File: src/rtl/truth_table_sweeper_3in_if.sv
// Control, result and DUT-facing signals of the 3-input truth-table sweeper.
// The master modport is the test environment; the slave modport is the sweeper.
interface truth_table_sweeper_3in_if;
    logic       start;
    logic       abort;
    logic       in1;
    logic       in2;
    logic       in3;
    logic       dut_out;
    logic       busy;
    logic       done;
    logic       pass;
    logic [7:0] observed;
    logic [7:0] mismatch;
    logic [7:0] unstable;

    modport master (
        output start, abort, dut_out,
        input  in1, in2, in3, busy, done, pass, observed, mismatch, unstable
    );

    modport slave (
        input  start, abort, dut_out,
        output in1, in2, in3, busy, done, pass, observed, mismatch, unstable
    );
endinterface

File: src/rtl/truth_table_sweeper_3in.sv
// Drives all 8 input combinations into a 3-input circuit, majority-samples its
// synchronised output and scores the observed truth table against EXPECTED.
//
//  state  | meaning
//  IDLE   | waiting for start; vector held at 000 after reset/abort
//  APPLY  | vector held for SETTLE cycles plus 2 synchroniser cycles
//  SAMPLE | NSAMP consecutive samples of the synchronised output
//  DONE   | one-cycle completion; done pulses, pass is scored
module truth_table_sweeper_3in #(
    parameter logic [7:0] EXPECTED = 8'hE1,
    parameter int         SETTLE   = 4,
    parameter int         NSAMP    = 3,
    parameter int         CNT_W    = 8
) (
    input logic clk,
    input logic rst,
    truth_table_sweeper_3in_if.slave bus
);
    typedef enum logic [1:0] {IDLE, APPLY, SAMPLE, DONE} state_t;

    // One extra counter bit so SETTLE+1 fits even when SETTLE = 2**CNT_W - 1.
    localparam logic [CNT_W:0] APPLY_LAST = (CNT_W + 1)'(SETTLE + 1);
    localparam logic [3:0]     SAMP_LAST  = 4'(NSAMP - 1);
    localparam logic [3:0]     HALF       = 4'(NSAMP / 2);
    localparam logic [3:0]     ALL_ONES   = 4'(NSAMP);

    state_t         state, state_nxt;
    logic [2:0]     idx;
    logic [CNT_W:0] cnt;
    logic [3:0]     samp_cnt;
    logic [3:0]     ones;
    logic [3:0]     ones_sum;
    logic [7:0]     observed;
    logic [7:0]     unstable;
    logic [7:0]     sampled;
    logic           pass_r;
    logic           sync1, sync2;
    logic           start_sweep;
    logic           abort_now;

    assign start_sweep = (state == IDLE) && bus.start && !bus.abort;
    assign abort_now   = (state != IDLE) && bus.abort;
    assign ones_sum    = ones + {3'b000, sync2};

    always_ff @(posedge clk or posedge rst) begin
        if (rst) state <= IDLE;
        else     state <= state_nxt;
    end

    always_comb begin
        state_nxt = state;
        case (state)
            IDLE:    if (start_sweep) state_nxt = APPLY;
            APPLY:   if (cnt == '0) state_nxt = SAMPLE;
            SAMPLE:  if (samp_cnt == '0) state_nxt = (idx == 3'd7) ? DONE : APPLY;
            DONE:    state_nxt = IDLE;
            default: state_nxt = IDLE;
        endcase
        if (bus.abort) state_nxt = IDLE;
    end

    always_ff @(posedge clk or posedge rst) begin
        if (rst) begin
            sync1    <= 1'b0;
            sync2    <= 1'b0;
            idx      <= '0;
            cnt      <= '0;
            samp_cnt <= '0;
            ones     <= '0;
            observed <= '0;
            unstable <= '0;
            sampled  <= '0;
            pass_r   <= 1'b0;
        end else begin
            sync1 <= bus.dut_out;
            sync2 <= sync1;
            // Partial observed/unstable survive an abort for post-mortem reads.
            if (abort_now) begin
                idx    <= '0;
                pass_r <= 1'b0;
            end else begin
                case (state)
                    IDLE: begin
                        if (start_sweep) begin
                            idx      <= '0;
                            cnt      <= APPLY_LAST;
                            observed <= '0;
                            unstable <= '0;
                            sampled  <= '0;
                            pass_r   <= 1'b0;
                        end
                    end
                    APPLY: begin
                        if (cnt != '0) begin
                            cnt <= cnt - 1'b1;
                        end else begin
                            samp_cnt <= SAMP_LAST;
                            ones     <= '0;
                        end
                    end
                    SAMPLE: begin
                        if (samp_cnt != '0) begin
                            samp_cnt <= samp_cnt - 1'b1;
                            ones     <= ones_sum;
                        end else begin
                            observed[3'd7 - idx] <= (ones_sum > HALF);
                            unstable[3'd7 - idx] <= (ones_sum != '0) && (ones_sum != ALL_ONES);
                            sampled[3'd7 - idx]  <= 1'b1;
                            if (idx != 3'd7) begin
                                idx <= idx + 1'b1;
                                cnt <= APPLY_LAST;
                            end
                        end
                    end
                    DONE: begin
                        pass_r <= (observed == EXPECTED);
                        idx    <= '0;
                    end
                    default: ;
                endcase
            end
        end
    end

    assign bus.in1      = idx[2];
    assign bus.in2      = idx[1];
    assign bus.in3      = idx[0];
    assign bus.busy     = (state != IDLE);
    assign bus.done     = (state == DONE);
    assign bus.pass     = (state == DONE) ? (observed == EXPECTED) : pass_r;
    assign bus.observed = observed;
    assign bus.unstable = unstable;
    // Rows not yet sampled in this sweep report no mismatch.
    assign bus.mismatch = (observed ^ EXPECTED) & sampled;
endmodule

File: src/flat_wrapper.sv
// flat-port wrapper written by rule: the top's interface ports become plain ports
module truth_table_sweeper_3in_flat 
#(
    parameter logic [7:0] EXPECTED = 8'hE1,
    parameter int         SETTLE   = 4,
    parameter int         NSAMP    = 3,
    parameter int         CNT_W    = 8
)
  (clk, rst, bus_start, bus_abort, bus_dut_out, bus_in1, bus_in2, bus_in3, bus_busy, bus_done, bus_pass, bus_observed, bus_mismatch, bus_unstable);
  truth_table_sweeper_3in_if bus_i ();
  input logic clk;
  input logic rst;
  input wire logic [$bits(bus_i.start)-1:0] bus_start;
  input wire logic [$bits(bus_i.abort)-1:0] bus_abort;
  input wire logic [$bits(bus_i.dut_out)-1:0] bus_dut_out;
  output wire logic [$bits(bus_i.in1)-1:0] bus_in1;
  output wire logic [$bits(bus_i.in2)-1:0] bus_in2;
  output wire logic [$bits(bus_i.in3)-1:0] bus_in3;
  output wire logic [$bits(bus_i.busy)-1:0] bus_busy;
  output wire logic [$bits(bus_i.done)-1:0] bus_done;
  output wire logic [$bits(bus_i.pass)-1:0] bus_pass;
  output wire logic [$bits(bus_i.observed)-1:0] bus_observed;
  output wire logic [$bits(bus_i.mismatch)-1:0] bus_mismatch;
  output wire logic [$bits(bus_i.unstable)-1:0] bus_unstable;
  assign bus_i.start = bus_start;
  assign bus_i.abort = bus_abort;
  assign bus_i.dut_out = bus_dut_out;
  assign bus_in1 = bus_i.in1;
  assign bus_in2 = bus_i.in2;
  assign bus_in3 = bus_i.in3;
  assign bus_busy = bus_i.busy;
  assign bus_done = bus_i.done;
  assign bus_pass = bus_i.pass;
  assign bus_observed = bus_i.observed;
  assign bus_mismatch = bus_i.mismatch;
  assign bus_unstable = bus_i.unstable;
  truth_table_sweeper_3in #(.EXPECTED(EXPECTED), .SETTLE(SETTLE), .NSAMP(NSAMP), .CNT_W(CNT_W)) u_core (.clk(clk), .rst(rst), .bus(bus_i));
endmodule
File: config.mk
export PLATFORM = sky130hd
export DESIGN_NAME = truth_table_sweeper_3in_flat
export DESIGN_NICKNAME = d
export VERILOG_FILES = /design/src/rtl/truth_table_sweeper_3in_if.sv /design/src/rtl/truth_table_sweeper_3in.sv /design/src/flat_wrapper.sv
export SDC_FILE = /design/constraint.sdc
export NUM_CORES = 1
export LEC_CHECK = 0
export BUFFER_PORTS_ARGS = -buffer_cell sky130_fd_sc_hd__clkbuf_2
export CORE_ASPECT_RATIO = 0.75
export CORE_MARGIN = 2
export CORE_UTILIZATION = 45
export CTS_CLUSTER_DIAMETER = 60
export DETAILED_ROUTE_END_ITERATION = 8
export PLACE_DENSITY = 0.65
export SLEW_MARGIN = 20
export SYNTH_ARGS = -nofsm -noshare
export SYNTH_HDL_FRONTEND = slang
export SYNTH_SLANG_ARGS = --single-unit
File: constraint.sdc
create_clock -name clk -period 3.2 [get_ports clk]
set_input_delay 0.64 -clock clk [delete_from_list [all_inputs] [get_ports clk]]
set_output_delay 0.64 -clock clk [all_outputs]
set_load 0.01 [all_outputs]
== After elaboration in Yosys (flattened, before gate mapping) ==
Cells that the tools add are included.
W data, S select, Z words.
Storage, ports and cells
  register bits: 49
  RAM bits: 0
  bits in read-only memories: 0
  output and inout port bits: 30
  memories kept: 0
  latch bits: 0
  word-level logic and storage cells: 103
Operators by class
  multiplexer cells: 37
  divide/modulo/power cells: 0
  equal/unequal tests: 19
  order comparisons: 3
  reduce and logical (&&, ||, !) cells: 24
  add/subtract/negate cells: 5
  $mul: 0
  bitwise gates (word level): 4
  shift operators: 0
Operator list (number)
  $pmux W8 S2: 3
  $mux W9: 4
  $mux W8: 4
  $pmux W9 S3: 1
  $bwmux W8: 2
  $mux W4: 4
  $pmux W4 S2: 2
  $mux W3: 4
  $ne A3 B2 Y1 const B: 4
  $reduce_and A4 Y1: 3
  $reduce_bool A4 Y1: 3
  $mux W2: 5
  $logic_not A9 Y1: 1
  $pmux W3 S3: 1
  $reduce_bool A9 Y1: 1
  $sub A9 B1 Y9 const B: 1
  $and A8 B8 Y8: 1
  $eq A8 B8 Y1 const B: 1
  $ne A2 B1 Y1 const B: 4
  $or A8 B8 Y8: 1
  $pmux W2 S4: 1
  $ne A3 B1 Y1 const B: 2
  $reduce_and A6 Y1: 1
  $reduce_bool A2 Y1: 3
  25 further kinds: 35

== Depth between registers and ports, before layout ==
  word-level depth: 8
  mapped depth: 6
  mapped depth without buffers: 6

== Worst setup path after synthesis ==
Ideal clock, no wire load.
  path type: register to register
  start point: reg u_core.idx[0]
  end point: reg u_core.cnt[1]
  arrival time: 1.850 ns
  setup time: 0.122 ns
  path slack: 1.228 ns
  stages on the path, launching flop included: 7
  cell sequence: dfrtp_1 -> ha_1 -> ha_1 -> or4b_4 -> o32a_2 -> a21o_1 -> o2bb2ai_1
Between the ends
  word-level cells in the longest chain between the ends: 3
RTL lines
  from (decl): RTL line truth_table_sweeper_3in.sv:28  | logic [2:0] idx;
  from (signal assigned): RTL line truth_table_sweeper_3in.sv:110  | idx <= idx + 1'b1;
  $ne A3 B3 Y1: RTL line truth_table_sweeper_3in.sv:109  | if (idx != 3'd7) begin
  $ne A2 B1 Y1 (no line)
  $reduce_and A6 Y1 (no line)
  to (signal assigned): RTL line truth_table_sweeper_3in.sv:95  | cnt <= cnt - 1'b1;
  to (decl): RTL line truth_table_sweeper_3in.sv:29  | logic [CNT_W:0] cnt;
No other way between the ends.
A chain may end at the register's enable or synchronous reset.

== Worst setup path in the final report ==
  start point: reg u_core.state[0]
  end point: out bus_pass
Between the ends
  word-level cells in the longest chain between the ends: 2
RTL lines
  from (decl): RTL line truth_table_sweeper_3in.sv:27  | state_t state, state_nxt;
  from (signal assigned): RTL line truth_table_sweeper_3in.sv:47  | else state <= state_nxt;
  $eq A2 B2 Y1: RTL line truth_table_sweeper_3in.sv:130  | assign bus.pass = (state == DONE) ? (observed == EXPECTED) : pass_r;
  $mux W1: RTL line truth_table_sweeper_3in.sv:130
  to (decl): RTL line flat_wrapper.sv:21  | output wire logic [$bits(bus_i.pass)-1:0] bus_pass;
No other way between the ends.

==> flow_metrics.tcl <==
set metrics [dict create \
    status "finished, final reports clean" \
    cts_made_buffers 5 \
    clk_latency_ps 310 \
    cts.sinks 49 \
    holdPathStages 0 \
    antenna_left 0 \
    cts_max_path_buffers 2 \
    path_clk_slew_ps 90 \
    yosys.area.top_type "dfrtp_1" \
    grt_pass1_vias 1766 \
    synth_edf_count 0 \
    syn-num-nets 259 \
    place.gp.congestion 0.8113 \
    hp-start "u_core.sync1$_DFF_PP0_" \
    nFillCells 501 \
    power_density_nw_per_um2 562.1 \
    cp_max_fo 15 \
    die-area_um2 6057 \
    cts_root_buffer "clkbuf_8" \
    switchingPower_uw 512.5 \
    cts_tree "yes" \
    fmax_mhz 404.1 \
    r2r_end "u_core.bus.unstable[6]$_DFFE_PP0P_" \
    die_h_um 67.90 \
    worstSetupEndpointType "primary output" \
    avgSynthCellArea_um2 9.918 \
    ys_async_sr_fraction 1.000 \
    yosysMostFrequentCell "dfrtp_1" \
    slew_viol_final 0 \
    swShare 0.3232 \
    cap_violations 0 \
    p_total_uw 1586 \
    hold_end "u_core.sync2$_DFF_PP0_" \
    timing.rr.start "u_core.ones[0]$_DFFE_PP0P_" \
    fin_crit_ps 2475 \
    synth_seq_area_share 0.5005 \
    leakage_uw 0.001457 \
    fin_skew_ps 1.825 \
    wl_per_cell_um 14.92 \
    port_buffers 34 \
    grt_overflow 0 \
    htree_levels 2 \
    fin_tns_setup_ps 0 \
    yosys_most_used_dff "dfrtp_1" \
    ios 35 \
    internal_power_uw 1073 \
    start_kind "register" \
    synth_common_cells "dfrtp_1 (49), nand2_1 (25), a21oi_1 (19), inv_1 (19), mux2i_1 (16)" \
    drt-total-wl_um 5387 \
    num_vias 1943 \
    seqPwrFrac 0.468 \
    die_w_um 89.20 \
    maxSlewHeadroom 0.4131 \
    postCtsResizedCells 0 \
    grt_usage 0.1955 \
    drt_iter0_drc 115 \
    grt_max_degree 50 \
    required_ps 2560 \
    hold_violations 0 \
    initial_core_util 0.4627 \
    diodes 0 \
    final_util 0.5328 \
    cts_hold_buf 0 \
    drt-pass1-iter-count 4 \
    ys_types 46 \
    rsz0062_at_grt "false" \
    cts_setup_buffers 0 \
    clkPwrFrac 0.298 \
    fin_crit_sh 0.7734 \
    yosysWarnings 0 \
    synth_cells 247 \
    synth.area.top_cells "dfrtp_1 (50%), mux2i_1 (6.5%), a21oi_1 (3.9%), nand2_1 (3.8%), ha_1 (3.6%)" \
    core_area_um2 5295 \
    cp.arrival_ps 1830 \
    yosysTopAreaCellShare 0.5005 \
    r2r_slack_ps 970 \
    layout.nets 297 \
    worst_slew_pin_slew_ps 872.8 \
    peakVddDrop_mv 0.2412 \
    std_cell_rows 23 \
    drive_above_1_share 0.1783 \
    hold_path.class "reg2reg" \
    path_class "reg2out" \
    grt_pass1_wl_um 9025 \
    finalSetupViolations 0 \
    dp_hpwl_um 3911 \
    power_frac_comb 0.234 \
    routed_via_density 5.382 \
    netlist_area_um2 2450 \
    antenna_found_initial 0 \
    worstRegToRegCells 6 \
    ys_ff_latch 49 \
    drc_errors 0 \
    syn_to_final_growth_pct 15.17 \
]
[cells in the final DEF, fill, tap and decap left out, types with 7 or more instances in the layout]
| cell | netlist | layout |
|---|---|---|
| dfrtp_1 | 49 | 49 |
| clkbuf_2 | 0 | 34 |
| nand2_1 | 25 | 25 |
| a21oi_1 | 19 | 19 |
| inv_1 | 19 | 18 |
| mux2i_1 | 16 | 16 |
| nand3_1 | 15 | 15 |
| nor2_1 | 13 | 13 |
| o21ai_0 | 10 | 10 |
| ha_1 | 7 | 7 |
[final cells by class]
type | count | area, µm² | share of cell area
sequential | 49 | 1226 | 0.4346
multi-input combinational | 175 | 1131 | 0.4009
timing repair buffer | 35 | 177.7 | 0.06297
tap | 75 | 93.84 | 0.03326
clock buffer | 6 | 82.58 | 0.02927
inverter | 19 | 72.57 | 0.02572
clock inverter | 2 | 37.54 | 0.01330
[stage by stage]
stage | hold slack (ps) | instance area, µm² | instances | setup WS, ps
floorplan | 331.2 | 2450 | 247 | 1228
global placement | 334.5 | 2700 | 353 | 998.5
detailed placement | 342.4 | 2700 | 353 | 993.2
CTS | 364.5 | 2820 | 361 | 749.9
global route | 373.2 | 2821 | 361 | 601.5
finish | 359.5 | 2821 | 361 | 725.1
[routing by layer]
metal	up-vias	routed length, µm	track usage
met5	-	0	0
met4	0	62	0.05224
met2	28	2160	0.2565
met1	951	3000	0.3191
li1	958	-	-
met3	6	164	0.03981
[worst max path at each step]
stage,start,end,slack [ps],cells after the start
3_3_place_gp,u_core.ones[0]$_DFFE_PP0P_,u_core.bus.unstable[4]$_DFFE_PP0P_,1000,6
3_5_place_dp,u_core.ones[0]$_DFFE_PP0P_,u_core.bus.unstable[7]$_DFFE_PP0P_,990,6
6_report,u_core.state[0]$_DFFE_PP0P_,bus_pass,730,5
2_1_floorplan,u_core.idx[0]$_DFFE_PP0P_,u_core.cnt[1]$_DFFE_PP0P_,1230,6
4_1_cts,u_core.state[0]$_DFFE_PP0P_,bus_pass,750,5
5_1_grt,u_core.state[0]$_DFFE_PP0P_,bus_pass,600,5
[cells by family (layout without fill, tap and decap cells)]
group	count (synthesis)	in the layout	share of synthesized area
buffers and inverters	23	62	0.03779
adders and majority gates	7	7	0.03575
and+or+nand+nor	92	92	0.1997
xor gates and xnor gates	1	1	0.003576
muxes	18	18	0.07456
AOI/OAI and AO/OA	57	57	0.1481
DFF	49	49	0.5005
[flip-flops by register name, summed over array words and instances, names as in the netlist]
name / flops
u_core.sampled: 8
u_core.bus.observed: 8
u_core.pass_r: 1
u_core.state: 2
u_core.ones: 4
u_core.samp_cnt: 4
u_core.sync1: 1
u_core.idx: 3
u_core.bus.unstable: 8
u_core.sync2: 1
u_core.cnt: 9
[worst max-delay path: stages, from the launching register on]
cell and delay [ps]:
dfrtp_1 600, nand2_1 200, nor4_1 330, nand4_1 170, nand2_1 90, clkbuf_2 130
[power groups by stage]
stage | Combinational [µW] | Clock [µW] | Sequential, µW
after CTS | 370 | 481 | 741
after global routing | 426 | 505 | 754
after detailed placement | 364 | 0 | 752
after global placement | 359 | 0 | 753
final | 371 | 473 | 742
after floorplan | 290 | 0 | 731
(Power assumes the default switching activity.)
